**src/rtl/wb2axilite_pkg.sv**
```systemverilog
// wb2axilite_pkg: shared constants and helpers for the Wishbone to AXI4-lite bridge.
//   AXI_RESP_*       : AXI response codes (OKAY, EXOKAY, SLVERR, DECERR)
//   AXI_PROT_DEFAULT : protection bits driven on AWPROT/ARPROT
//   addr_lsb()       : number of byte-address bits below one data word
package wb2axilite_pkg;

  localparam logic [1:0] AXI_RESP_OKAY   = 2'b00;
  localparam logic [1:0] AXI_RESP_EXOKAY = 2'b01;
  localparam logic [1:0] AXI_RESP_SLVERR = 2'b10;
  localparam logic [1:0] AXI_RESP_DECERR = 2'b11;

  localparam logic [2:0] AXI_PROT_DEFAULT = 3'b000;

  function automatic int addr_lsb(input int data_width);
    return $clog2(data_width) - 3;
  endfunction

endpackage

```
**src/rtl/wb2axilite.sv**
```systemverilog
// wb2axilite: pipelined Wishbone (B4) slave to AXI4-lite master bridge.
//   Tracks outstanding requests, returns in-order ack/err, and discards
//   responses that belong to a cycle the master aborted by dropping cyc.
// Ports:
//   ACLK, ARESET          clock, synchronous active-high reset
//   i_wb_cyc/stb/we       Wishbone cycle, strobe, write enable
//   i_wb_addr/data/sel    word address, write data, byte selects
//   o_wb_stall            request not accepted this cycle (combinational)
//   o_wb_ack/err/data     completion (OKAY / SLVERR-DECERR) and read data
//   M_AXI_AW*, M_AXI_W*   write address / write data channels
//   M_AXI_B*              write response channel (BREADY tied high)
//   M_AXI_AR*, M_AXI_R*   read address / read data channels (RREADY tied high)
// Build option:
//   WB2AXILITE_LOWPOWER_EN  zero AWADDR/WDATA/WSTRB/ARADDR while their VALID is
//                           low and zero o_wb_data except alongside o_wb_ack.
module wb2axilite
  import wb2axilite_pkg::*;
#(
  parameter int C_AXI_ADDR_WIDTH = 32,
  parameter int C_AXI_DATA_WIDTH = 32,
  parameter int LGDEPTH          = 5,
  localparam int ADDRLSB = addr_lsb(C_AXI_DATA_WIDTH),
  localparam int AWW     = C_AXI_ADDR_WIDTH - ADDRLSB,
  localparam int DW      = C_AXI_DATA_WIDTH
) (
  input  logic                        ACLK,
  input  logic                        ARESET,
  input  logic                        i_wb_cyc,
  input  logic                        i_wb_stb,
  input  logic                        i_wb_we,
  input  logic [AWW-1:0]              i_wb_addr,
  input  logic [DW-1:0]               i_wb_data,
  input  logic [DW/8-1:0]             i_wb_sel,
  output logic                        o_wb_stall,
  output logic                        o_wb_ack,
  output logic                        o_wb_err,
  output logic [DW-1:0]               o_wb_data,
  output logic                        M_AXI_AWVALID,
  input  logic                        M_AXI_AWREADY,
  output logic [C_AXI_ADDR_WIDTH-1:0] M_AXI_AWADDR,
  output logic [2:0]                  M_AXI_AWPROT,
  output logic                        M_AXI_WVALID,
  input  logic                        M_AXI_WREADY,
  output logic [DW-1:0]               M_AXI_WDATA,
  output logic [DW/8-1:0]             M_AXI_WSTRB,
  input  logic                        M_AXI_BVALID,
  output logic                        M_AXI_BREADY,
  input  logic [1:0]                  M_AXI_BRESP,
  output logic                        M_AXI_ARVALID,
  input  logic                        M_AXI_ARREADY,
  output logic [C_AXI_ADDR_WIDTH-1:0] M_AXI_ARADDR,
  output logic [2:0]                  M_AXI_ARPROT,
  input  logic                        M_AXI_RVALID,
  output logic                        M_AXI_RREADY,
  input  logic [DW-1:0]               M_AXI_RDATA,
  input  logic [1:0]                  M_AXI_RRESP
);

  localparam logic [LGDEPTH-1:0] NP_MAX = '1;

  logic [LGDEPTH-1:0] npending, npending_nxt;
  logic               flushing, dir;
  logic               accept, resp_valid, resp_good;
  logic [1:0]         resp;
  logic [AWW-1:0]     awaddr_q, araddr_q;

  assign M_AXI_BREADY = 1'b1;
  assign M_AXI_RREADY = 1'b1;
  assign M_AXI_AWPROT = AXI_PROT_DEFAULT;
  assign M_AXI_ARPROT = AXI_PROT_DEFAULT;
  assign M_AXI_AWADDR = C_AXI_ADDR_WIDTH'(awaddr_q) << ADDRLSB;
  assign M_AXI_ARADDR = C_AXI_ADDR_WIDTH'(araddr_q) << ADDRLSB;

  // A direction change waits for the pipeline to drain so that responses
  // from the B and R channels can never interleave out of order.
  always_comb begin
    o_wb_stall = !i_wb_cyc || flushing
              || (npending == NP_MAX)
              || ((npending != '0) && (i_wb_we != dir))
              || (M_AXI_AWVALID && !M_AXI_AWREADY)
              || (M_AXI_WVALID  && !M_AXI_WREADY)
              || (M_AXI_ARVALID && !M_AXI_ARREADY);
  end

  assign accept     = i_wb_stb && i_wb_cyc && !o_wb_stall;
  assign resp_valid = M_AXI_BVALID || M_AXI_RVALID;
  assign resp       = M_AXI_BVALID ? M_AXI_BRESP : M_AXI_RRESP;
  assign resp_good  = resp_valid && i_wb_cyc && !flushing;

  always_comb begin
    npending_nxt = npending;
    if (accept && !resp_valid && (npending != NP_MAX))
      npending_nxt = npending + 1'b1;
    else if (!accept && resp_valid && (npending != '0))
      npending_nxt = npending - 1'b1;
  end

  // VALIDs are only ever cleared by their READY (or reset), never by an abort.
  always_ff @(posedge ACLK) begin
    if (ARESET) begin
      M_AXI_AWVALID <= 1'b0;
      M_AXI_WVALID  <= 1'b0;
      M_AXI_ARVALID <= 1'b0;
    end else begin
      if (accept && i_wb_we) begin
        M_AXI_AWVALID <= 1'b1;
        M_AXI_WVALID  <= 1'b1;
      end else begin
        if (M_AXI_AWREADY) M_AXI_AWVALID <= 1'b0;
        if (M_AXI_WREADY)  M_AXI_WVALID  <= 1'b0;
      end
      if (accept && !i_wb_we)
        M_AXI_ARVALID <= 1'b1;
      else if (M_AXI_ARREADY)
        M_AXI_ARVALID <= 1'b0;
    end
  end

  always_ff @(posedge ACLK) begin
    if (accept && i_wb_we) begin
      awaddr_q    <= i_wb_addr;
      M_AXI_WDATA <= i_wb_data;
      M_AXI_WSTRB <= i_wb_sel;
    end
`ifdef WB2AXILITE_LOWPOWER_EN
    else begin
      if (!M_AXI_AWVALID || M_AXI_AWREADY) awaddr_q <= '0;
      if (!M_AXI_WVALID  || M_AXI_WREADY) begin
        M_AXI_WDATA <= '0;
        M_AXI_WSTRB <= '0;
      end
    end
`endif
    if (accept && !i_wb_we)
      araddr_q <= i_wb_addr;
`ifdef WB2AXILITE_LOWPOWER_EN
    else if (!M_AXI_ARVALID || M_AXI_ARREADY)
      araddr_q <= '0;
`endif
  end

  always_ff @(posedge ACLK) begin
    if (ARESET) begin
      o_wb_ack  <= 1'b0;
      o_wb_err  <= 1'b0;
      o_wb_data <= '0;
      npending  <= '0;
      flushing  <= 1'b0;
      dir       <= 1'b0;
    end else begin
      o_wb_ack <= resp_good && !resp[1];
      o_wb_err <= resp_good &&  resp[1];
`ifdef WB2AXILITE_LOWPOWER_EN
      o_wb_data <= (M_AXI_RVALID && resp_good && !resp[1]) ? M_AXI_RDATA : '0;
`else
      if (M_AXI_RVALID) o_wb_data <= M_AXI_RDATA;
`endif
      npending <= npending_nxt;
      // Responses still owed to an abandoned cycle must not leak into the next one.
      if (!i_wb_cyc && (npending_nxt != '0))
        flushing <= 1'b1;
      else if (npending_nxt == '0)
        flushing <= 1'b0;
      if (accept) dir <= i_wb_we;
    end
  end

endmodule

```
**config.mk**
```make
export PLATFORM = sky130hd
export DESIGN_NAME = wb2axilite
export DESIGN_NICKNAME = d
export VERILOG_FILES = /design/src/rtl/wb2axilite_pkg.sv /design/src/rtl/wb2axilite.sv
export SDC_FILE = /design/constraint.sdc
export NUM_CORES = 1
export LEC_CHECK = 0
export ABC_AREA = 1
export ABC_CLOCK_PERIOD_IN_PS = 14000
export BUFFER_PORTS_ARGS = -buffer_cell sky130_fd_sc_hd__buf_4
export CAP_MARGIN = 20
export CORE_MARGIN = 10
export CORE_UTILIZATION = 45
export CTS_BUF_LIST = sky130_fd_sc_hd__clkbuf_8
export CTS_CLUSTER_SIZE = 20
export DETAILED_ROUTE_END_ITERATION = 16
export GPL_ROUTABILITY_DRIVEN = 0
export GPL_TIMING_DRIVEN = 0
export HOLD_SLACK_MARGIN = 0.1
export PLACE_DENSITY = 0.8
export SLEW_MARGIN = 10
export SYNTH_ARGS = -nofsm -noshare
export SYNTH_HDL_FRONTEND = slang
export SYNTH_SLANG_ARGS = --single-unit
```
**constraint.sdc**
```tcl
create_clock -name ACLK -period 14 [get_ports ACLK]
set_clock_uncertainty 0.05 [all_clocks]
set_input_delay 2.1 -clock ACLK [delete_from_list [all_inputs] [get_ports ACLK]]
set_output_delay 2.1 -clock ACLK [all_outputs]
set_load 0.01 [all_outputs]
```
---- Yosys cells after proc, flatten, opt, wreduce, memory -nomap -nowiden ----
Index checks and enable logic that the tools add are counted.
word-level totals
  register bits ........................... 140
  input port bits ......................... 112
  word-level logic and storage cells ...... 70
  output and inout bits ................... 146
cells by class
  muxes and demuxes ....................... 11
  $add $sub $neg .......................... 2
  reduce and logical (&&, ||, !) cells .... 41
  equal/unequal tests ..................... 3
operators with widths
  cell                   number
  $logic_and A1 B1 Y1    17
  $logic_not A1 Y1       10
  $mux W5                2
  $reduce_bool A5 Y1     2
  $mux W1                8
  $reduce_bool A2 Y1     4
  $logic_or A1 B1 Y1     7
  $add A5 B1 Y5 const B  1
  $eq A5 B5 Y1 const B   1
  $logic_not A5 Y1       1
  $ne A5 B5 Y1 const B   1
  $sub A5 B1 Y5 const B  1
  $mux W2                1
  $ne A1 B1 Y1           1

---- Logic depth before layout (Yosys ltp) ----
  depth after elaboration ................. 17
  depth in mapped cells ................... 15
  mapped depth without buffers ............ 15

---- Worst setup path before layout ----
Ideal clock, no wire load.
  kind .................................... input to register
  start ................................... in M_AXI_AWREADY
  end ..................................... reg M_AXI_AWVALID
  path slack .............................. 8079 ps
  stages .................................. 8
  required time ........................... 13876 ps
  library setup time ...................... 74 ps
  buffers on the path ..................... 0
  arrival ................................. 5797 ps
  path through ............................ inv_1 -> nand2_1 -> nand3_2 -> nor2_4 -> nand3_4 -> nor2_1 -> inv_1 -> a21oi_1
on the way
  longest elaborated chain between the ends .. 9
  elaborated cells between the ends (all ways) .. 10
  classes of those cells .................. 1 x mux; 9 x reduce/logical
ends and longest elaborated chain
  element                                               RTL line           RTL
  start, declared                                       wb2axilite.sv:39   input logic M_AXI_AWREADY,
  $logic_not A1 Y1                                      wb2axilite.sv:80   || (M_AXI_AWVALID && !M_AXI_AWREADY)
  $logic_and A1 B1 Y1                                   wb2axilite.sv:80
  $logic_or A1 B1 Y1                                    wb2axilite.sv:80
  $logic_or A1 B1 Y1                                    wb2axilite.sv:81   || (M_AXI_WVALID && !M_AXI_WREADY)
  $logic_or A1 B1 Y1                                    wb2axilite.sv:82   || (M_AXI_ARVALID && !M_AXI_ARREADY);
  $logic_not A1 Y1                                      wb2axilite.sv:85   assign accept = i_wb_stb && i_wb_cyc && !o_wb_stall;
  $logic_and A1 B1 Y1                                   wb2axilite.sv:85
  $logic_and A1 B1 Y1                                   wb2axilite.sv:105  if (accept && i_wb_we) begin
  $mux W1 / $reduce_bool A2 Y1 (equally long branches)  --
  end signal, assigned                                  wb2axilite.sv:101  M_AXI_AWVALID <= 1'b0;
  end signal, assigned                                  wb2axilite.sv:106  M_AXI_AWVALID <= 1'b1;
  end signal, assigned                                  wb2axilite.sv:109  if (M_AXI_AWREADY) M_AXI_AWVALID <= 1'b0;
  end, declared                                         wb2axilite.sv:38   output logic M_AXI_AWVALID,
Several ways; a longest one is shown, not always the timed one.
A chain may end at the register's enable or synchronous reset.

---- Final worst setup path ----
  start ................................... in i_wb_cyc
  end ..................................... out o_wb_stall
on the way
  longest elaborated chain between the ends .. 7
ends and longest elaborated chain
  element             RTL line          RTL
  start, declared     wb2axilite.sv:28  input logic i_wb_cyc,
  $logic_not A1 Y1    wb2axilite.sv:77  o_wb_stall = !i_wb_cyc || flushing
  $logic_or A1 B1 Y1  wb2axilite.sv:77
  $logic_or A1 B1 Y1  wb2axilite.sv:78  || (npending == NP_MAX)
  $logic_or A1 B1 Y1  wb2axilite.sv:79  || ((npending != '0) && (i_wb_we != dir))
  $logic_or A1 B1 Y1  wb2axilite.sv:80
  $logic_or A1 B1 Y1  wb2axilite.sv:81
  $logic_or A1 B1 Y1  wb2axilite.sv:82
  end, declared       wb2axilite.sv:34  output logic o_wb_stall,
No other way between the ends.

==> flow_summary.yaml <==
worst_hold_path:
  worst_hold_startpoint: "o_wb_data[3]"
  hold_class: "reg2reg"
  worstHoldEndpoint: "o_wb_data[3]"
  worst_hold_path.num_cells: 2
timing:
  max_freq_mhz: 199
  maxSlewViolCount: 0
  finalWorstSetupSlack_ps: 8980
  worst_slew_pin_slew_ps: 644
  setup_total_negative_slack_ps: 0
  report.final.setup_viol: 0
  grt_setup_unrepaired: "false"
  final-hold-violation-count: 0
  timing.final.crit_period_ps: 5020
  finalHoldWorstSlack_ps: 454
  slew-limit-headroom: 0.569
  period_share: 0.358
logic_synthesis:
  yosysTopAreaCell: "edfxtp_1"
  unique_masters_post_synth: 26
  netlist_top_cells_area: "edfxtp_1 59%, dfxtp_1 18%, nor2_1 5.8%"
  netlist_area_um2: 4880
  syn_inst: 364
  synthesis.yosys.warnings: 0
  synthesis.area_per_instance_um2: 13.4
  synth_top_area_frac: 0.590
  ys_seq_elements: 140
  seq_area_frac_synth: 0.771
floorplan:
  fp-row-count: 37
  num_io_pins: 258
  die_width_um: 124
  die_y_um: 124
  initial_core_util: 0.467
  fp.dieArea_um2: 15400
  core_um2: 10500
worst_setup_path:
  worst_r2r_endpoint: "M_AXI_WDATA[18]"
  worstPathArrival_ps: 2870
  setup.worst_path.class: "in2out"
  register_to_register_setup_slack_ps: 11270
  worst_setup_path_end_kind: "primary output"
  crit-reg2reg-launch: "npending[0]"
  worstRegToRegCells: 11
  critical-path-slowest-cell: "nor2_4"
  critical_path.startpoint_type: "input pin"
  worst-path-buf-inv: 4
  worst_path_largest_cell_delay_ps: 160
  critPathMaxFanout: 3
  crit_chain: "buf_4 > inv_2 > nor2_4 > nand3_2 > nor2_4 > and2_1 > inv_1 > buf_4"
  critical-path-top-delay-family: "simple AND/OR/NAND/NOR gates"
  timing.critical_path.required_ps: 11850
cts:
  clock_tree.root_cell: "clkbuf_8"
  clkTransAtPathRegs_ps: 80
  cts.sinks: 140
  clock_tree.htree_level_count: 4
  clock_latency_ps: 420
  holdBufCountCts: 0
  tritoncts_buffer_count: 17
  cts_resized: 0
  clock_tree_from_tritoncts: "built"
  postCtsSetupRepairBufs: 0
  cts_buffer_depth: 2
grt:
  grt_pass1_vias: 3783
  globalRoute.totalOverflow: 0
  global_route_wire_length_before_repair_um: 20700
  grt_max_degree: 31
  overall_global_routing_usage: 0.177
  antenna_found_initial: 0
power:
  power.clock.fraction: 0.339
  power.static_leakage_nw: 3.25
  power.share.combinational: 0.174
  peakVddDrop_v: 0.0000616
  netSwitchingFraction: 0.252
  power_density_nw_per_um2: 133
  seqPwrFrac: 0.487
  power.net_switching_uw: 248
  p_int_uw: 736
  p_total_uw: 985
cells_and_area:
  register_area_um2: 3760
  nNetsFinal: 754
  nFillCells: 760
  num_antenna_cells: 0
  areaGrowthSynthToFinish_pct: 51.6
  multiInputGateArea_um2: 953
  final_core_util: 0.707
  layout-drive-gt1-share: 0.464
detailed_routing:
  count_of_antenna_violating_nets_left_after_detailed_routing: 0
  drt_pass1_iterations: 4
  post_drt_wl_per_cell_um: 18.2
  routed_wl_um: 14300
  drc: 0
  post_drt_via_cell_ratio: 4.66
  detailroute.via_count: 3659
  dr.first_iter.drc_count: 293
run_status:
  run_status: "completed"
placement:
  detailedPlacementHpwl_um: 11700
  place_ws_ps: 8980
  placement.io_buffers: 242
run:
  maxCapViolCount: 0
-- per-layer routing --
layer | vias up | share of wire | track usage
li1 | 1758 | - | -
met1 | 1679 | 0.34 | 0.182
met2 | 202 | 0.51 | 0.306
met3 | 20 | 0.13 | 0.0896
met4 | 0 | 0.015 | 0.0604
met5 | - | 0 | 0
-- worst min-delay path, stage by stage, from the launching register on --
cell	delay, ps
dfxtp_1	330
o21ai_0	70
nor2_1	70
-- power groups by stage --
stage / clock [mW] / combinational, mW / sequential (mW)
final: 0.334 / 0.171 / 0.480
after global placement: 0 / 0.162 / 0.489
after CTS: 0.342 / 0.172 / 0.480
after floorplan: 0 / 0.0905 / 0.495
after detailed placement: 0 / 0.169 / 0.489
after global routing: 0.361 / 0.190 / 0.481
-- final cells by class --
cell class	instances	area share
inverter	21	0.0107
buffer	23	0.0188
sequential	140	0.509
clock buffer	17	0.0316
timing repair buffer	245	0.255
multi-input combinational	190	0.129
tap	136	0.0230
clock inverter	13	0.0238
-- sequential cells by signal, indices dropped and copies added (netlist names) --
name / count
npending: 5
M_AXI_WSTRB: 4
o_wb_err: 1
araddr_q: 30
o_wb_ack: 1
M_AXI_AWVALID: 1
M_AXI_WDATA: 32
M_AXI_WVALID: 1
o_wb_data: 32
M_AXI_ARVALID: 1
awaddr_q: 30
flushing: 1
dir: 1
-- Yosys cell counts, drive strengths merged --
| cell | count |
|---|---|
| clkbuf | 10 |
| and2 | 1 |
| nand2 | 33 |
| conb | 2 |
| nor3 | 1 |
| nand3b | 3 |
| a211oi | 1 |
| buf | 13 |
| edfxtp | 96 |
| xor2 | 4 |
| nand3 | 8 |
| a21oi | 8 |
| nor2 | 79 |
| o21ai | 35 |
| ha | 4 |
| dfxtp | 44 |
| nand4 | 1 |
| inv | 21 |
-- cells by family after synthesis --
group,count (synthesis),share of synthesized area
AO/OA/AOI/OAI,44,0.0472
XOR/XNOR,4,0.00718
adder cells (fa/ha/maj),4,0.0103
buffers and inverters,44,0.0446
flip-flops,140,0.771
other,2,0.00154
AND/OR/NAND/NOR,126,0.118
-- metrics by stage --
step	instances	cell area (um^2)
after detailed placement	755	6990
after global routing	785	7400
final	785	7400
after floorplan	374	4920
after CTS	785	7400
after global placement	752	6910
-- cell usage in the layout (no fill, tap or decap) --
master and instances:
a211oi_1 1, a21oi_1 6, a21oi_2 2, and2_1 1, buf_12 2, buf_16 1
buf_4 254, buf_6 1, bufinv_16 4, clkbuf_1 10, clkbuf_8 17, clkinv_1 2
clkinv_2 2, clkinv_4 1, clkinvlp_4 4, conb_1 12, dfxtp_1 44, edfxtp_1 96
ha_1 4, inv_1 19, inv_2 2, nand2_1 31, nand2_2 1, nand2_4 1
nand3_1 5, nand3_2 1, nand3_4 2, nand3b_1 3, nand4_4 1, nor2_1 74
nor2_4 5, nor3_1 1, o21ai_0 35, xor2_1 4
-- worst max-delay path by stage --
stage / from / to / slack [ps] / cells past startpoint
floorplan: M_AXI_AWREADY / M_AXI_AWVALID / 8080 / 8
global placement: i_wb_cyc / M_AXI_AWVALID / 6860 / 9
detailed placement: i_wb_cyc / o_wb_stall / 8980 / 8
CTS: i_wb_cyc / o_wb_stall / 8980 / 8
global route: i_wb_cyc / o_wb_stall / 8900 / 8
finish: i_wb_cyc / o_wb_stall / 8980 / 8
(Power assumes the default switching activity.)
